$ cat src/rtl/led_frame_loader.sv
// led_frame_loader
//   Receives LED frames byte by byte from a UART receiver and writes the
//   pixel bytes into a back buffer. A checked frame is then offered to the
//   display side with commit_req.
//   Frame layout: 0xA5, COUNT, 3*COUNT pixel bytes (G,R,B), CHECK.
//   CHECK is the XOR of COUNT and all pixel bytes.
//
// Ports
//   clock_115200hz  in   only clock, rising edge
//   reset           in   synchronous, active high
//   rx_data         in   [7:0] received byte
//   rx_data_ready   in   one-cycle strobe, rx_data valid
//   commit_ack      in   display side has taken the frame
//   wr_en           out  back-buffer write strobe, one per pixel byte
//   wr_addr         out  [ADDR_WIDTH-1:0] byte index into back buffer
//   wr_data         out  [7:0] byte to write
//   commit_req      out  complete, checked frame waiting
//   led_count       out  [7:0] LED count of the waiting frame
//   frame_error     out  one-cycle pulse on a rejected or timed-out frame
//   overrun         out  one-cycle pulse when a byte is dropped in COMMIT
//   busy            out  high whenever the FSM is not idle
//
// state     | meaning
// ----------+-----------------------------------------------------------
// S_IDLE    | hunting for the 0xA5 sync byte
// S_COUNT   | waiting for the LED count byte
// S_PAYLOAD | writing pixel bytes to the back buffer
// S_CHECK   | waiting for the checksum byte
// S_COMMIT  | frame valid; holding commit_req until commit_ack

module led_frame_loader #(
  parameter int MAX_LEDS       = 60,
  parameter int ADDR_WIDTH     = 8,
  parameter int TIMEOUT_CYCLES = 1152
) (
  input  logic                  clock_115200hz,
  input  logic                  reset,
  input  logic [7:0]            rx_data,
  input  logic                  rx_data_ready,
  input  logic                  commit_ack,
  output logic                  wr_en,
  output logic [ADDR_WIDTH-1:0] wr_addr,
  output logic [7:0]            wr_data,
  output logic                  commit_req,
  output logic [7:0]            led_count,
  output logic                  frame_error,
  output logic                  overrun,
  output logic                  busy
);

  localparam logic [2:0] S_IDLE    = 3'd0;
  localparam logic [2:0] S_COUNT   = 3'd1;
  localparam logic [2:0] S_PAYLOAD = 3'd2;
  localparam logic [2:0] S_CHECK   = 3'd3;
  localparam logic [2:0] S_COMMIT  = 3'd4;

  localparam logic [7:0] SYNC_BYTE = 8'hA5;
  localparam logic [7:0] MAX_COUNT = 8'(MAX_LEDS);
  localparam int         TW        = $clog2(TIMEOUT_CYCLES + 1);
  localparam logic [TW-1:0] TMO_LAST = TW'(TIMEOUT_CYCLES - 1);

  logic [2:0]            state_q, state_d;
  logic [7:0]            count_q, count_d;
  logic [ADDR_WIDTH-1:0] idx_q, idx_d;
  logic [7:0]            csum_q, csum_d;
  logic [TW-1:0]         tmo_q, tmo_d;
  logic                  wr_en_q, wr_en_d;
  logic [ADDR_WIDTH-1:0] wr_addr_q, wr_addr_d;
  logic [7:0]            wr_data_q, wr_data_d;
  logic                  commit_req_q, commit_req_d;
  logic [7:0]            led_count_q, led_count_d;
  logic                  frame_error_q, frame_error_d;
  logic                  overrun_q, overrun_d;

  logic [ADDR_WIDTH-1:0] last_idx;
  logic                  tmo_active;
  logic [TW-1:0]         tmo_inc;
  logic                  tmo_hit;

  always_comb begin
    // Index of the final pixel byte; count <= 85 keeps this within 10 bits.
    last_idx   = ADDR_WIDTH'({2'b00, count_q} * 10'd3 - 10'd1);
    tmo_active = (state_q == S_COUNT) || (state_q == S_PAYLOAD) ||
                 (state_q == S_CHECK);
    tmo_inc    = tmo_q + TW'(1);
    // Timeout fires on the clock where the counter would reach its last
    // value; a byte arriving in that same clock takes priority.
    tmo_hit    = tmo_active && !rx_data_ready && (tmo_inc == TMO_LAST);

    state_d       = state_q;
    count_d       = count_q;
    idx_d         = idx_q;
    csum_d        = csum_q;
    tmo_d         = (tmo_active && !rx_data_ready && !tmo_hit) ? tmo_inc : '0;
    wr_en_d       = 1'b0;
    wr_addr_d     = wr_addr_q;
    wr_data_d     = wr_data_q;
    commit_req_d  = commit_req_q;
    led_count_d   = led_count_q;
    frame_error_d = 1'b0;
    overrun_d     = 1'b0;

    case (state_q)
      S_IDLE: begin
        if (rx_data_ready && (rx_data == SYNC_BYTE)) begin
          state_d = S_COUNT;
        end
      end
      S_COUNT: begin
        if (rx_data_ready) begin
          if ((rx_data != 8'd0) && (rx_data <= MAX_COUNT)) begin
            count_d = rx_data;
            idx_d   = '0;
            csum_d  = rx_data;
            state_d = S_PAYLOAD;
          end else begin
            frame_error_d = 1'b1;
            state_d       = S_IDLE;
          end
        end
      end
      S_PAYLOAD: begin
        if (rx_data_ready) begin
          wr_en_d   = 1'b1;
          wr_addr_d = idx_q;
          wr_data_d = rx_data;
          idx_d     = idx_q + ADDR_WIDTH'(1);
          csum_d    = csum_q ^ rx_data;
          if (idx_q == last_idx) begin
            state_d = S_CHECK;
          end
        end
      end
      S_CHECK: begin
        if (rx_data_ready) begin
          if (rx_data == csum_q) begin
            commit_req_d = 1'b1;
            led_count_d  = count_q;
            state_d      = S_COMMIT;
          end else begin
            frame_error_d = 1'b1;
            state_d       = S_IDLE;
          end
        end
      end
      S_COMMIT: begin
        // The back buffer is owned by the display until it acks, so any
        // byte arriving now is dropped.
        if (rx_data_ready) begin
          overrun_d = 1'b1;
        end
        if (commit_ack) begin
          commit_req_d = 1'b0;
          state_d      = S_IDLE;
        end
      end
      default: begin
        state_d = S_IDLE;
      end
    endcase

    if (tmo_hit) begin
      frame_error_d = 1'b1;
      state_d       = S_IDLE;
    end
  end

  always_ff @(posedge clock_115200hz) begin
    if (reset) begin
      state_q       <= S_IDLE;
      count_q       <= '0;
      idx_q         <= '0;
      csum_q        <= '0;
      tmo_q         <= '0;
      wr_en_q       <= 1'b0;
      wr_addr_q     <= '0;
      wr_data_q     <= '0;
      commit_req_q  <= 1'b0;
      led_count_q   <= '0;
      frame_error_q <= 1'b0;
      overrun_q     <= 1'b0;
    end else begin
      state_q       <= state_d;
      count_q       <= count_d;
      idx_q         <= idx_d;
      csum_q        <= csum_d;
      tmo_q         <= tmo_d;
      wr_en_q       <= wr_en_d;
      wr_addr_q     <= wr_addr_d;
      wr_data_q     <= wr_data_d;
      commit_req_q  <= commit_req_d;
      led_count_q   <= led_count_d;
      frame_error_q <= frame_error_d;
      overrun_q     <= overrun_d;
    end
  end

  assign wr_en       = wr_en_q;
  assign wr_addr     = wr_addr_q;
  assign wr_data     = wr_data_q;
  assign commit_req  = commit_req_q;
  assign led_count   = led_count_q;
  assign frame_error = frame_error_q;
  assign overrun     = overrun_q;
  assign busy        = (state_q != S_IDLE);

endmodule

$ cat config.mk
export PLATFORM = sky130hd
export DESIGN_NAME = led_frame_loader
export DESIGN_NICKNAME = d
export VERILOG_FILES = /design/src/rtl/led_frame_loader.sv
export SDC_FILE = /design/constraint.sdc
export NUM_CORES = 1
export LEC_CHECK = 0
export BUFFER_PORTS_ARGS = -buffer_cell sky130_fd_sc_hd__buf_2
export CORE_MARGIN = 2
export CORE_UTILIZATION = 52
export CTS_CLUSTER_SIZE = 30
export DETAILED_ROUTE_END_ITERATION = 8
export PLACE_DENSITY_LB_ADDON = 0.3
export SLEW_MARGIN = 10
export SYNTH_ARGS = -nofsm -noshare
export SYNTH_HDL_FRONTEND = slang
export SYNTH_SLANG_ARGS = --single-unit
$ cat constraint.sdc
create_clock -name clock_115200hz -period 2.3 [get_ports clock_115200hz]
set_input_delay 0.115 -clock clock_115200hz [delete_from_list [all_inputs] [get_ports clock_115200hz]]
set_output_delay 0.115 -clock clock_115200hz [all_outputs]
set_load 0.01 [all_outputs]
==> metrics <==
status=completed; area grow syn2layout=15.67%; combinational fraction of design power=3.3%; antenna violations before repair=0; routability cong.=0.8242; root buf cell=clkbuf_8; cells after synthesis=422; Rows=29; synthesized net count=449; ys async rst share=0%; register bit total from synthesis=66; Top Family by Delay on Critical Path=simple AND/OR/NAND/NOR gates; Max-Cap Viols=0; unrepaired setup endpoints after global routing=true; most used cell, CP=xnor2_1; DRC errors left=0; Max Clk Rate=436.7 MHz; CTS Buffer Depth=2; I/O Buffers=40; CP cell instances=inv_1 -> ha_1 -> inv_2 -> ha_4 -> xnor2_1 -> xnor2_1 -> or4_4 -> nor4_2 -> a31oi_1 -> nor3b_2; Worst Path Required=around 2.6 ns; register area=0.001325 mm^2; GR Overflow Total=0; kind of critical path=flip-flop to flip-flop; Final Hold Vio Count=0; multi-input logic area=about 0.002 mm^2; Pint=1.694 mW; die area=between 0.007 and 0.008 mm^2; Post-Syn Area=roughly 0.0034 mm^2; Critical-path top delay cell=or4_4; Synth Flop Type=dfxtp_1; Worst-Skew Late Latency=0.35 ns; LEAKAGE=1.520 nW; R2R Path Start=count_q[2]; Die Span Y=84.98 um; syn avg cell area=8.079 um^2; WP buf/inv=2; worst ir drop on vdd=0.5683 mV; Num CTS Buffers=9; Period minus WS final=2.290 ns; pin count of the biggest net entering global routing=45; Worst-path clk slew=around 0.070 ns; Final nets=490; Critical Path End Type=flip-flop; R2R cell count=10; setup slack at placement=-0.06817 ns; Slew @ Worst Pin=0.4991 ns; maximum fanout along the worst path=2; via count=2916; Antenna Cells=0; Setup crit start kind=flip-flop; Fill cells=536; starting density of the core=a little over half; H-tree level count=3; CTS tree=built; sequential share of the synthesized area=38.75%; DRT iter0 DRCs=159; # hold bufs at CTS=0; Levels on crit path=10; GRT Overall Usage=approximately 22%; clock share of power=45.4%; final setup violation count=0; crit path from=count_q[2]; routed len/inst=13.86 um; Synth cell types=43; routed vias/inst=5.350; Final Skew=0.01384 ns; worst hold margin=0.07102 ns; first-pass GRT wire length=between 10000 and 15000 um; Core ar.=0.006350 mm^2; Yosys warnings=0; Hold Crit Depth=3; ratio of cells with drive above 1 in the final layout=17.74%; final wirelength=between 7000 and 8000 um; Slew headroom=between 60 and 70%; Die X=84.98 um; Hold Crit Start=rx_data[1]; Post-CTS Setup Inserts=0; Hold WC Path Type=primary input to flip-flop; Post-synth EDFFs=0; TritonCTS Sinks=66; vias in the first global route=2793; PD cells=563.8 mW/mm^2; Reg power frac=51.4%; Max stage delay on crit path=~0.48 ns; final period utilization=99.56%; io pins=41; antenna-violating nets left=0; Worst Slack Setup Final=0.01023 ns; Switch Pwr=0.5300 mW; post-DP HPWL=5310 um; router iterations before antenna repair=4; arrival time of the worst setup path=2.57 ns; switching portion of total power=23.84%; Slew Viols, Final=0
[layout by cell type, fill, tap and decap left out, drive strengths merged, types with 3 or more instances in the layout]
cell type  synthesis  routed
o31ai              3       3
o21ai              6       6
nor3               7       7
buf                9      50
nand3             11      11
nand4              8       8
nor4               8       8
nand2             77      77
mux2i              9       9
dfxtp             66      66
and2               4       4
a21oi             31      31
inv               22      22
nor2b              6       6
nand2b             5       5
xor2              13      13
clkbuf            11      10
ha                15      15
a31oi              3       3
clkinvlp           0       3
nor2              52      52
xnor2             35      35
[cells in the mapped netlist (3+ instances only)]
| master | instances | area (um^2) |
|---|---|---|
| and2_1 | 4 | 25.02 |
| a31oi_1 | 3 | 18.77 |
| nand2_1 | 77 | 289.0 |
| nor2b_1 | 6 | 37.54 |
| xnor2_1 | 35 | 306.5 |
| o31ai_1 | 3 | 22.52 |
| buf_4 | 3 | 22.52 |
| nor2_1 | 52 | 195.2 |
| inv_1 | 22 | 82.58 |
| dfxtp_1 | 66 | 1321 |
| a21oi_1 | 31 | 155.2 |
| xor2_1 | 13 | 113.9 |
| nand2b_1 | 5 | 31.28 |
| nor3_1 | 7 | 35.03 |
| nand3_1 | 10 | 50.05 |
| ha_1 | 15 | 187.7 |
| o21ai_0 | 6 | 30.03 |
| nand4_1 | 7 | 43.79 |
| nor4_1 | 7 | 43.79 |
| buf_2 | 5 | 25.02 |
| clkbuf_1 | 9 | 33.78 |
| mux2i_1 | 9 | 90.09 |
[state kept, by name, summed over array words and instances, names as in the netlist]
| register | flops |
|---|---|
| csum_q | 8 |
| state_q | 3 |
| commit_req | 1 |
| wr_addr | 8 |
| wr_en | 1 |
| count_q | 8 |
| wr_data | 8 |
| led_count | 8 |
| tmo_q | 11 |
| idx_q | 8 |
| overrun | 1 |
| frame_error | 1 |
[power by group through the flow]
stage,logic (mW),clock network (mW),registers [mW]
2_1_floorplan,0.0429,0,1.17
5_1_grt,0.0788,1.07,1.14
3_3_place_gp,0.0713,0,1.17
6_report,0.0729,1.01,1.14
3_5_place_dp,0.0717,0,1.17
4_1_cts,0.0723,1.03,1.14
[tightest hold or removal path, cell delays in order]
cell and delay, ns:
buf_2 0.14, nand2_1 0.06, a21oi_1 0.05
[repair_timing]
item / in CTS / in global routing
gates cloned: 0 / 0
resized for setup: 4 / 9
pin swaps: 0 / 4
setup endpoints to repair: 1 / 9
[per-layer routing]
layer / part of all wire (%) / GRT usage, % / wire length [um]
met5: 0 / 0 / 0
met4: 1.2 / 7.359 / 93
met3: 4.7 / 5.253 / 358
met2: 48 / 37.50 / 3625
met1: 46 / 28.01 / 3475
[logic make-up (layout without fill, tap and decap cells)]
group                      after synthesis  after routing  share of synthesized area (%)
DFF                                     66             66                          38.75
muxes                                    9              9                          2.642
buffers and inverters                   42             88                          5.211
adders and majority gates               15             15                          5.505
and+or+nand+nor                        190            190                          26.17
AOI/OAI and AO/OA                       52             52                          9.395
xor gates and xnor gates                48             48                          12.33
[through the flow]
| stage | total power, mW | area, um^2 | setup TNS (ns) | instances | util [%] |
|---|---|---|---|---|---|
| after floorplan | 1.212 | 3410 | 0 | 422 | - |
| after global placement | 1.240 | 3686 | 0 | 529 | 58.05 |
| after detailed placement | 1.240 | 3686 | -0.06817 | 529 | 58.05 |
| after CTS | 2.246 | 3906 | -0.03654 | 545 | 61.52 |
| after global routing | 2.289 | 3944 | -0.09439 | 545 | 62.11 |
| final | 2.224 | 3944 | 0 | 545 | 62.11 |
[area by class of cell]
class | count | share of cell area, %
multi-input combinational | 314 | 49.71
tap | 77 | 2.443
sequential | 66 | 33.60
clock buffer | 10 | 3.490
clock inverter | 6 | 1.681
timing repair buffer | 50 | 6.980
inverter | 22 | 2.094
[final timing paths]
check                             endpoint  slack, ns
worst max-delay path            state_q[0]       0.01
worst min-delay path            wr_data[1]       0.07
worst max register to register  state_q[0]       0.01
worst min register to register  wr_addr[5]       0.45
(Power assumes the default switching activity.)
